===== src/rtl/sw_pkg.sv =====
// Shared definitions for the Smith-Waterman stream controller: FSM encoding,
// header/result word layouts and the no-hit location marker.
package sw_pkg;

    typedef enum logic [2:0] {
        S_IDLE    = 3'd0,
        S_LOAD_Q  = 3'd1,
        S_REQ_REF = 3'd2,
        S_RUN     = 3'd3,
        S_EMIT    = 3'd4
    } state_t;

    // Field order of the packed structs fixes the bit positions in the 128-bit words.
    typedef struct packed {
        logic [31:0] ref_len;
        logic [31:0] q_count;
        logic [31:0] ref_addr;
        logic [31:0] threshold;
    } header_t;

    typedef struct packed {
        logic        err;
        logic [62:0] zero;
        logic [15:0] score;
        logic [15:0] idx;
        logic [31:0] loc;
    } result_t;

    localparam logic [31:0] NO_HIT = 32'hFFFF_FFFF;

    function automatic logic [127:0] pack_result(input logic        err,
                                                 input logic [15:0] score,
                                                 input logic [15:0] idx,
                                                 input logic [31:0] loc);
        result_t r;
        r.err   = err;
        r.zero  = '0;
        r.score = score;
        r.idx   = idx;
        r.loc   = loc;
        return r;
    endfunction

endpackage


===== src/rtl/sw_watchdog.sv =====
// Run-cycle counter for the engine; expired rises once the count reaches
// TIMEOUT_CYCLES and holds there until cleared.
module sw_watchdog #(
    parameter int TIMEOUT_CYCLES = 65535
) (
    input  logic clk,
    input  logic rst_n,
    input  logic clear,
    input  logic enable,
    output logic expired
);
    localparam int W = (TIMEOUT_CYCLES < 1) ? 1 : $clog2(TIMEOUT_CYCLES + 1);

    logic [W-1:0] count;

    assign expired = (count == W'(TIMEOUT_CYCLES));

    // NOTE: state registers use non-blocking assignments so every flop samples
    // pre-edge values; blocking here would create order-dependent simulation.
    always_ff @(posedge clk or negedge rst_n) begin
        if (!rst_n) begin
            count <= '0;
        end else if (clear) begin
            count <= '0;
        end else if (enable && !expired) begin
            count <= count + W'(1);
        end
    end

endmodule


===== src/rtl/sw_stream_ctrl.sv =====
// Sequences header/query words from the input stream through a reference fetch
// and one Smith-Waterman engine run per query, emitting one result word each.
module sw_stream_ctrl
    import sw_pkg::*;
#(
    parameter int TIMEOUT_CYCLES = 65535,
    parameter int CNT_W          = 16
) (
    input  logic         clk,
    input  logic         rst_n,
    input  logic         si_valid,
    output logic         si_rdy,
    input  logic [127:0] si_data,
    output logic         so_valid,
    input  logic         so_rdy,
    output logic [127:0] so_data,
    output logic         ref_req_valid,
    input  logic         ref_req_rdy,
    output logic [31:0]  ref_req_addr,
    output logic [31:0]  ref_req_len,
    output logic [127:0] eng_query,
    output logic         eng_start,
    input  logic         eng_done,
    input  logic [15:0]  eng_score,
    input  logic [31:0]  eng_loc
);
    state_t           state;
    logic [CNT_W-1:0] q_count;
    logic [CNT_W-1:0] q_idx;
    logic [CNT_W-1:0] next_idx;
    logic [15:0]      threshold;
    logic [15:0]      idx16;
    logic             wd_expired;
    header_t          hdr;
    logic             unused_hdr_bits;

    assign hdr             = header_t'(si_data);
    assign next_idx        = q_idx + CNT_W'(1);
    assign idx16           = 16'(q_idx);
    assign unused_hdr_bits = ^{hdr.threshold[31:16], hdr.q_count};

    // The counter only runs in RUN and is held at zero everywhere else, so it
    // starts from 0 on the first RUN cycle.
    sw_watchdog #(
        .TIMEOUT_CYCLES(TIMEOUT_CYCLES)
    ) u_watchdog (
        .clk    (clk),
        .rst_n  (rst_n),
        .clear  (state != S_RUN),
        .enable (state == S_RUN),
        .expired(wd_expired)
    );

    always_ff @(posedge clk or negedge rst_n) begin
        if (!rst_n) begin
            state         <= S_IDLE;
            si_rdy        <= 1'b0;
            so_valid      <= 1'b0;
            so_data       <= '0;
            ref_req_valid <= 1'b0;
            ref_req_addr  <= '0;
            ref_req_len   <= '0;
            eng_query     <= '0;
            eng_start     <= 1'b0;
            q_count       <= '0;
            q_idx         <= '0;
            threshold     <= '0;
        end else begin
            eng_start <= 1'b0;
            case (state)
                S_IDLE: begin
                    si_rdy <= 1'b1;
                    if (si_valid && si_rdy) begin
                        ref_req_len  <= hdr.ref_len;
                        ref_req_addr <= hdr.ref_addr;
                        q_count      <= CNT_W'(hdr.q_count);
                        threshold    <= hdr.threshold[15:0];
                        q_idx        <= '0;
                        if (CNT_W'(hdr.q_count) != '0) begin
                            state <= S_LOAD_Q;
                        end
                    end
                end

                S_LOAD_Q: begin
                    if (si_valid && si_rdy) begin
                        eng_query     <= si_data;
                        si_rdy        <= 1'b0;
                        ref_req_valid <= (ref_req_len != '0);
                        state         <= S_REQ_REF;
                    end
                end

                S_REQ_REF: begin
                    if (ref_req_len == '0) begin
                        so_data  <= pack_result(1'b0, 16'd0, idx16, NO_HIT);
                        so_valid <= 1'b1;
                        state    <= S_EMIT;
                    end else if (ref_req_valid && ref_req_rdy) begin
                        ref_req_valid <= 1'b0;
                        eng_start     <= 1'b1;
                        state         <= S_RUN;
                    end
                end

                S_RUN: begin
                    // A done arriving on the timeout cycle still reports the real score.
                    if (eng_done) begin
                        so_data  <= pack_result(1'b0, eng_score, idx16,
                                                (eng_score >= threshold) ? eng_loc : NO_HIT);
                        so_valid <= 1'b1;
                        state    <= S_EMIT;
                    end else if (wd_expired) begin
                        so_data  <= pack_result(1'b1, 16'd0, idx16, NO_HIT);
                        so_valid <= 1'b1;
                        state    <= S_EMIT;
                    end
                end

                S_EMIT: begin
                    if (so_valid && so_rdy) begin
                        so_valid <= 1'b0;
                        q_idx    <= next_idx;
                        si_rdy   <= 1'b1;
                        state    <= (next_idx < q_count) ? S_LOAD_Q : S_IDLE;
                    end
                end

                default: begin
                    state <= S_IDLE;
                end
            endcase
        end
    end

endmodule


===== config.mk =====
export PLATFORM = sky130hd
export DESIGN_NAME = sw_stream_ctrl
export DESIGN_NICKNAME = d
export VERILOG_FILES = /design/src/rtl/sw_pkg.sv /design/src/rtl/sw_watchdog.sv /design/src/rtl/sw_stream_ctrl.sv
export SDC_FILE = /design/constraint.sdc
export NUM_CORES = 1
export LEC_CHECK = 0
export BUFFER_PORTS_ARGS = -buffer_cell sky130_fd_sc_hd__clkbuf_2
export CORE_AREA = 2 2 197 199
export DETAILED_ROUTE_END_ITERATION = 7
export DIE_AREA = 0 0 199 201
export PLACE_DENSITY = 0.74
export SLEW_MARGIN = 20
export SYNTH_ARGS = -nofsm -noshare
export SYNTH_HDL_FRONTEND = slang
export SYNTH_SLANG_ARGS = --single-unit

===== constraint.sdc =====
create_clock -name clk -period 3.05 [get_ports clk]
set_input_delay 0.305 -clock clk [delete_from_list [all_inputs] [get_ports clk]]
set_output_delay 0.305 -clock clk [all_outputs]
set_load 0.01 [all_outputs]

Word level (Yosys, flattened, before mapping)
Cells that the tools add are included.

$add $sub $neg: 2. Multiply operators: 0. Divide/modulo/power cells: 0. $lt $le $gt $ge: 2. Equality and inequality tests: 15. Shifts and indexed selects: 0. Multiplexer cells: 35. Bitwise logic cells: 0. Reduce and logical (&&, ||, !) cells: 23.

Operators with widths (number): two-way mux 128 bit (3); one-hot mux 128 bit (2 select lines) (1); two-way mux 16 bit (4); adder 16 x 1 -> 16 bit, second input constant (2); logical NOT 32 bit (1); two-way mux 32 bit (1); one-hot mux 16 bit (2 select lines) (1); nonzero test 32 bit (1); two-way mux 3 bit (8); == test 16 bit, second input constant (1); >= comparator 16 bit (1); < comparator 16 bit (1); nonzero test 16 bit (1); one-hot mux 3 bit (5 select lines) (1); != test 2 bit, second input constant (7); two-way mux 1 bit (13); AND reduction 3 bit (3); AND reduction 4 bit (2); nonzero test 2 bit (4); == test 3 x 2 -> 1 bit, second input constant (2); != test 3 bit, second input constant (2); one-hot mux 1 bit (3 select lines) (2); AND reduction 6 bit (1); nonzero test 3 bit (2); 8 further kinds (12).

Register bits: 391. Bits in latches: 0. Bits in writable memories: 0. Bits in read-only memories: 0. Input port bits: 182. Word-level logic and storage cells: 90. Memories kept: 0.

Logic depth before layout (Yosys ltp)
Word-level depth: 5. Mapped depth: 12.

Modules after synthesis
Synthesis repeated with hierarchy kept, for this count alone.

Cell total of the unflattened synthesis: 1123. Area total of the unflattened synthesis: 14402.6 um^2.

Modules (own cells, without submodules): sw_stream_ctrl (instances 1, cells an instance 1021, area an instance 13442.9 um^2); sw_watchdog (instances 1, cells an instance 102, area an instance 959.7 um^2).

Worst setup path after synthesis
OpenSTA, ideal clock, no wires.

Path kind: register to register. Start: register q_idx[0] (netlist: idx16[0]). End: register state[0]. Library setup time: 0.122 ns. Arrival time: 2.784 ns. Data required time: 2.928 ns. Slack: 0.145 ns. Stages on the path, launching flop included: 13. Path buffers: 0. Clock period less this slack: 2.905 ns. Cell sequence: dfrtp_1 > ha_1 > nand3_1 > nor4_1 > nand3_1 > nor2_1 > xor2_1 > ha_1 > nand3_1 > nor3_1 > o21ai_0 > a31o_2 > a32o_1.

Cells in the longest elaborated chain, start to end: 5.

Ends and longest elaborated chain: from (decl) (RTL line sw_stream_ctrl.sv:29) `logic [CNT_W-1:0] q_idx;`; from (signal assigned) (RTL line sw_stream_ctrl.sv:123) `q_idx <= next_idx;`; adder 16 x 1 -> 16 bit (RTL line sw_stream_ctrl.sv:38) `assign next_idx = q_idx + CNT_W'(1);`; < comparator 16 bit (RTL line sw_stream_ctrl.sv:125) `state <= (next_idx < q_count) ? S_LOAD_Q : S_IDLE;`; two-way mux 1 bit (RTL line sw_stream_ctrl.sv:125); two-way mux 3 bit (RTL line sw_stream_ctrl.sv:121) `if (so_valid && so_rdy) begin`; one-hot mux 3 bit (5 select lines) (RTL line sw_stream_ctrl.sv:70) `case (state)`; to (signal assigned) (RTL line sw_stream_ctrl.sv:125); to (decl) (RTL line sw_stream_ctrl.sv:27) `state_t state;`.

Every way passes these cells. The select of a mux whose other input is x is not followed. A chain may end at the register's enable or synchronous reset.

Worst setup path in the final report
Start: register q_idx[1] (netlist: idx16[1]). End: register state[0].

Same word-level chain as after synthesis.

==> summary.md <==
| Metric | Value |
|---|---|
| Final Hold Viols | 0 |
| DRC | 0 |
| Hold WC Path Type | input pin to flip-flop |
| I/O pin count | roughly 510 |
| Placed cell areas | around 17000 um2 |
| Max-cap violations | 0 |
| Leakage Power | roughly 9.1 nW |
| Final clock skew | about 0.016 ns |
| Number of flops mapped to enable cells by yosys | 0 |
| Arrival time at the worst endpoint | 3.29 ns |
| CP Class | flip-flop to flip-flop |
| Peak per-stage delay on the critical path | just over 0.4 ns |
| Worst slew pin tran | 0.836 ns |
| Worst Path Max Fanout | 5 |
| Chip height | 201 um |
| TNS Setup | 0 ns |
| Pre-CTS setup slack | -0.0312 ns |
| Launch point of the worst path | idx16[1]$_DFFE_PN0P_ |
| Die Area | 40000 um2 |
| Area growth syn-to-layout | 30.5% |
| DR vias/cell | 4.89 |
| Final instance area | approximately 18000 um2 |
| Post-detail-place hpwl | around 28000 um |
| Final ANT Viol Nets | 0 |
| CTS H-tree lvls | 2 |
| Fin crit period | between 2 and 3 ns |
| Clock sink count | roughly 330 |
| PD cells | roughly 990 nW/um2 |
| CTS Root Cell | clkbuf_16 |
| Synth top area share | about three fifths |
| Min setup slack post-route | 0.155 ns |
| Total gr overflow | 0 |
| Outcome | complete, no violations |
| Final nets | approximately 1700 |
| Async set-reset flop share out of synthesis | between 90% and 100% |
| Number of I/O port buffers | between 400 and 500 |
| Synthesized cell area | about 14000 um2 |
| Clock latency on the worst-skew pair | 0.52 ns |
| CP startpoint kind | flip-flop |
| Dominant synthesized flop cell | dfrtp_1 |
| Die X | 199 um |
| Sequential share of the synthesized area | roughly 58% |
| Slew headroom | 44.2% |
| WP data required | ~3.5 ns |
| Core area | ~38000 um2 |
| TritonRoute pass-1 iters | 5 |
| WL final | 38100 um |
| Initial Util | between 30% and 40% |
| Largest net degree at the start of global routing | ~130 |
| Util after Layout | roughly half |
| Num CTS Buffers | 36 |
| Routed len/inst | around 18 um |
| #FFs+latches synth | approximately 330 |
| CP max stage cell | dfrtp_1 |
| Global-route wire length before repair | 59200 um |
| Initial antenna violation count | 3 |
| Fin Hold WS | around 0.026 ns |
| Post-synthesis instance total | 1037 |
| Area contributors post-synth | dfrtp_1 (58%), mux2_2 (18%), buf_4 (3.4%), ha_1 (2.9%), o22a_1 (2.0%) |
| Final Max Slew Viols | 0 |
| Mean Syn Cell Area | ~14 um2 |
| CP endpoint kind | flip-flop |
| Clock transition at the registers of the reported paths | roughly 0.060 ns |
| Final setup vio count | 0 |
| Netlist cell types | 55 |
| Vias in the first global route | 10600 |
| FMAX | 345 MHz |
| Unrepaired setup endpoints after global routing | false |
| HP Start | si_data[18] |
| Setup Fix Bufs, Post-CTS | 0 |
| Critical-path cell list | ha_1 -> nand3_1 -> nor4_4 -> nand3_2 -> nor2_1 -> xor2_1 -> ha_1 -> nand3_1 -> nor3_1 -> o21ai_0 -> a31o_2 -> a32o_1 |
| Vias | 10100 |
| Worst IR Drop VDD | around 0.75 mV |
| RR Startpoint | idx16[1]$_DFFE_PN0P_ |
| CTS tree | built |
| Rows | 72 |
| 1st-iter DRT viols | between 300 and 400 |
| Yosys top cell by area | dfrtp_1 |
| Clock Path Buffers | 3 |
| Final worst-path cycle share | between 90% and 100% |
| # fillers | between 3000 and 4000 |
| Synth warnings | 0 |
| Placer Congestion | about 0.85 |
| Fraction of layout instances using a drive strength above 1 | around half |
| Gr usage total | about a fifth |
synthesized netlist by cell type, types with 2 or more instances:
cell type,number
dfrtp_1,328
nor3b_1,2
inv_1,35
o21ai_0,26
nand3_1,20
nand4_1,7
a211oi_1,4
a31oi_1,4
o31ai_1,5
a21o_1,3
nor3_1,8
and4_1,2
xnor2_1,12
xor2_1,12
o21bai_1,2
o22a_1,32
a41oi_1,3
mux2_2,227
buf_6,3
a21oi_1,12
a2111oi_0,2
nor2_1,32
nand2b_1,3
buf_4,64
a22o_1,23
clkbuf_1,38
buf_1,4
and2_1,2
mux2_4,13
nor4_1,15
a31o_2,2
ha_1,33
nand3b_1,2
and3_1,5
nand2_1,32
logic make-up after synthesis:
family,share of synthesized area [%]
fa+ha+maj,2.94
flops,58.4
mux,19.6
xor+xnor,1.50
buf+inv,5.75
simple gates,5.18
other cells,0.0267
compound gates,6.65
critical path: cells and delay by family (launching register included):
kind | cells | cell delay [ns]
adder cells (fa/ha/maj) | 2 | 0.43
flip-flops | 1 | 0.41
AND/OR/NAND/NOR | 6 | 1.08
AO/OA/AOI/OAI | 3 | 0.60
XOR/XNOR | 1 | 0.27
metrics by stage:
stage,cells,power [mW]
after detailed placement,1968,13.7
after global routing,2075,19.2
after CTS,2073,18.4
after floorplan,1099,10.9
after global placement,1968,13.5
final,2075,18.2
flip-flops by register name, indices dropped and copies added, names as in the netlist, 3 cells and up:
register and flops:
eng_query 128, so_data 65, ref_req_addr 32, ref_req_len 32
idx16 16, q_count 16, threshold 16, u_watchdog.count 16
state 3
metal layers:
layer	wire [um]	track usage [%]	share of wire, %
met5	0	0	0
met4	1390	7.60	3.6
met3	2300	4.57	6.0
met2	19300	32.6	51
met1	15000	22.6	40
final timing paths:
kind / end / slack (ns) / depth (start not counted)
max: state[0]$_DFFE_PN0P_ / 0.16 / 12
min: eng_query[18]$_DFFE_PN0P_ / 0.03 / 2
max reg2reg: state[0]$_DFFE_PN0P_ / 0.16 / 12
min reg2reg: eng_query[8]$_DFFE_PN0P_ / 0.50 / 1
max in group asynchronous: so_data[50]$_DFFE_PN0P_ / 1.80 / 3
min in group asynchronous: eng_query[60]$_DFFE_PN0P_ / 0.38 / 2
final cells by class:
type	instances	area (um2)	area share [%]
flip-flops and latches	328	8210	44.8
multi-input cells	626	5300	28.9
repair buffers	500	2810	15.3
clock buffers	53	1060	5.76
well taps	518	648	3.53
clock inverters	13	180	0.982
inverters	35	131	0.716
diodes	2	5.00	0.0273
cell usage in the layout (no fill, tap or decap), types with 4 or more instances in the layout:
cell	n
nor3_1	8
mux2_4	13
and3_1	5
a21oi_1	12
conb_1	63
buf_4	15
nand3_1	19
o21ai_0	26
o31ai_1	5
nand4_1	7
a31oi_1	4
a22o_1	23
clkbuf_2	441
dlygate4sd3_1	39
mux2_2	227
a211oi_1	4
inv_1	35
clkbuf_16	37
clkbuf_8	7
nor2_1	32
o22a_1	32
clkinv_2	4
ha_1	33
xor2_1	12
xnor2_1	12
buf_12	4
dfrtp_1	327
nor4_1	14
bufinv_16	4
nand2_1	32
clkbuf_1	9
timing repair:
| item | CTS | global route |
|---|---|---|
| gates resized for setup | 1 | 3 |
| endpoints found under the hold margin | 113 | 0 |
| endpoints found under the setup margin | 1 | 1 |
| hold buffers | 39 | 0 |
| pin swaps | 0 | 1 |
power by group:
group | switching, mW | internal (mW) | total, mW | leakage [nW]
Sequential | 1.13 | 6.19 | 7.32 | 3.95
Clock | 1.75 | 2.75 | 4.50 | 0.599
Combinational | 3.19 | 3.19 | 6.38 | 4.53
Total | 6.07 | 12.1 | 18.2 | 9.07
Note: power is estimated with default switching activity, not from simulation.
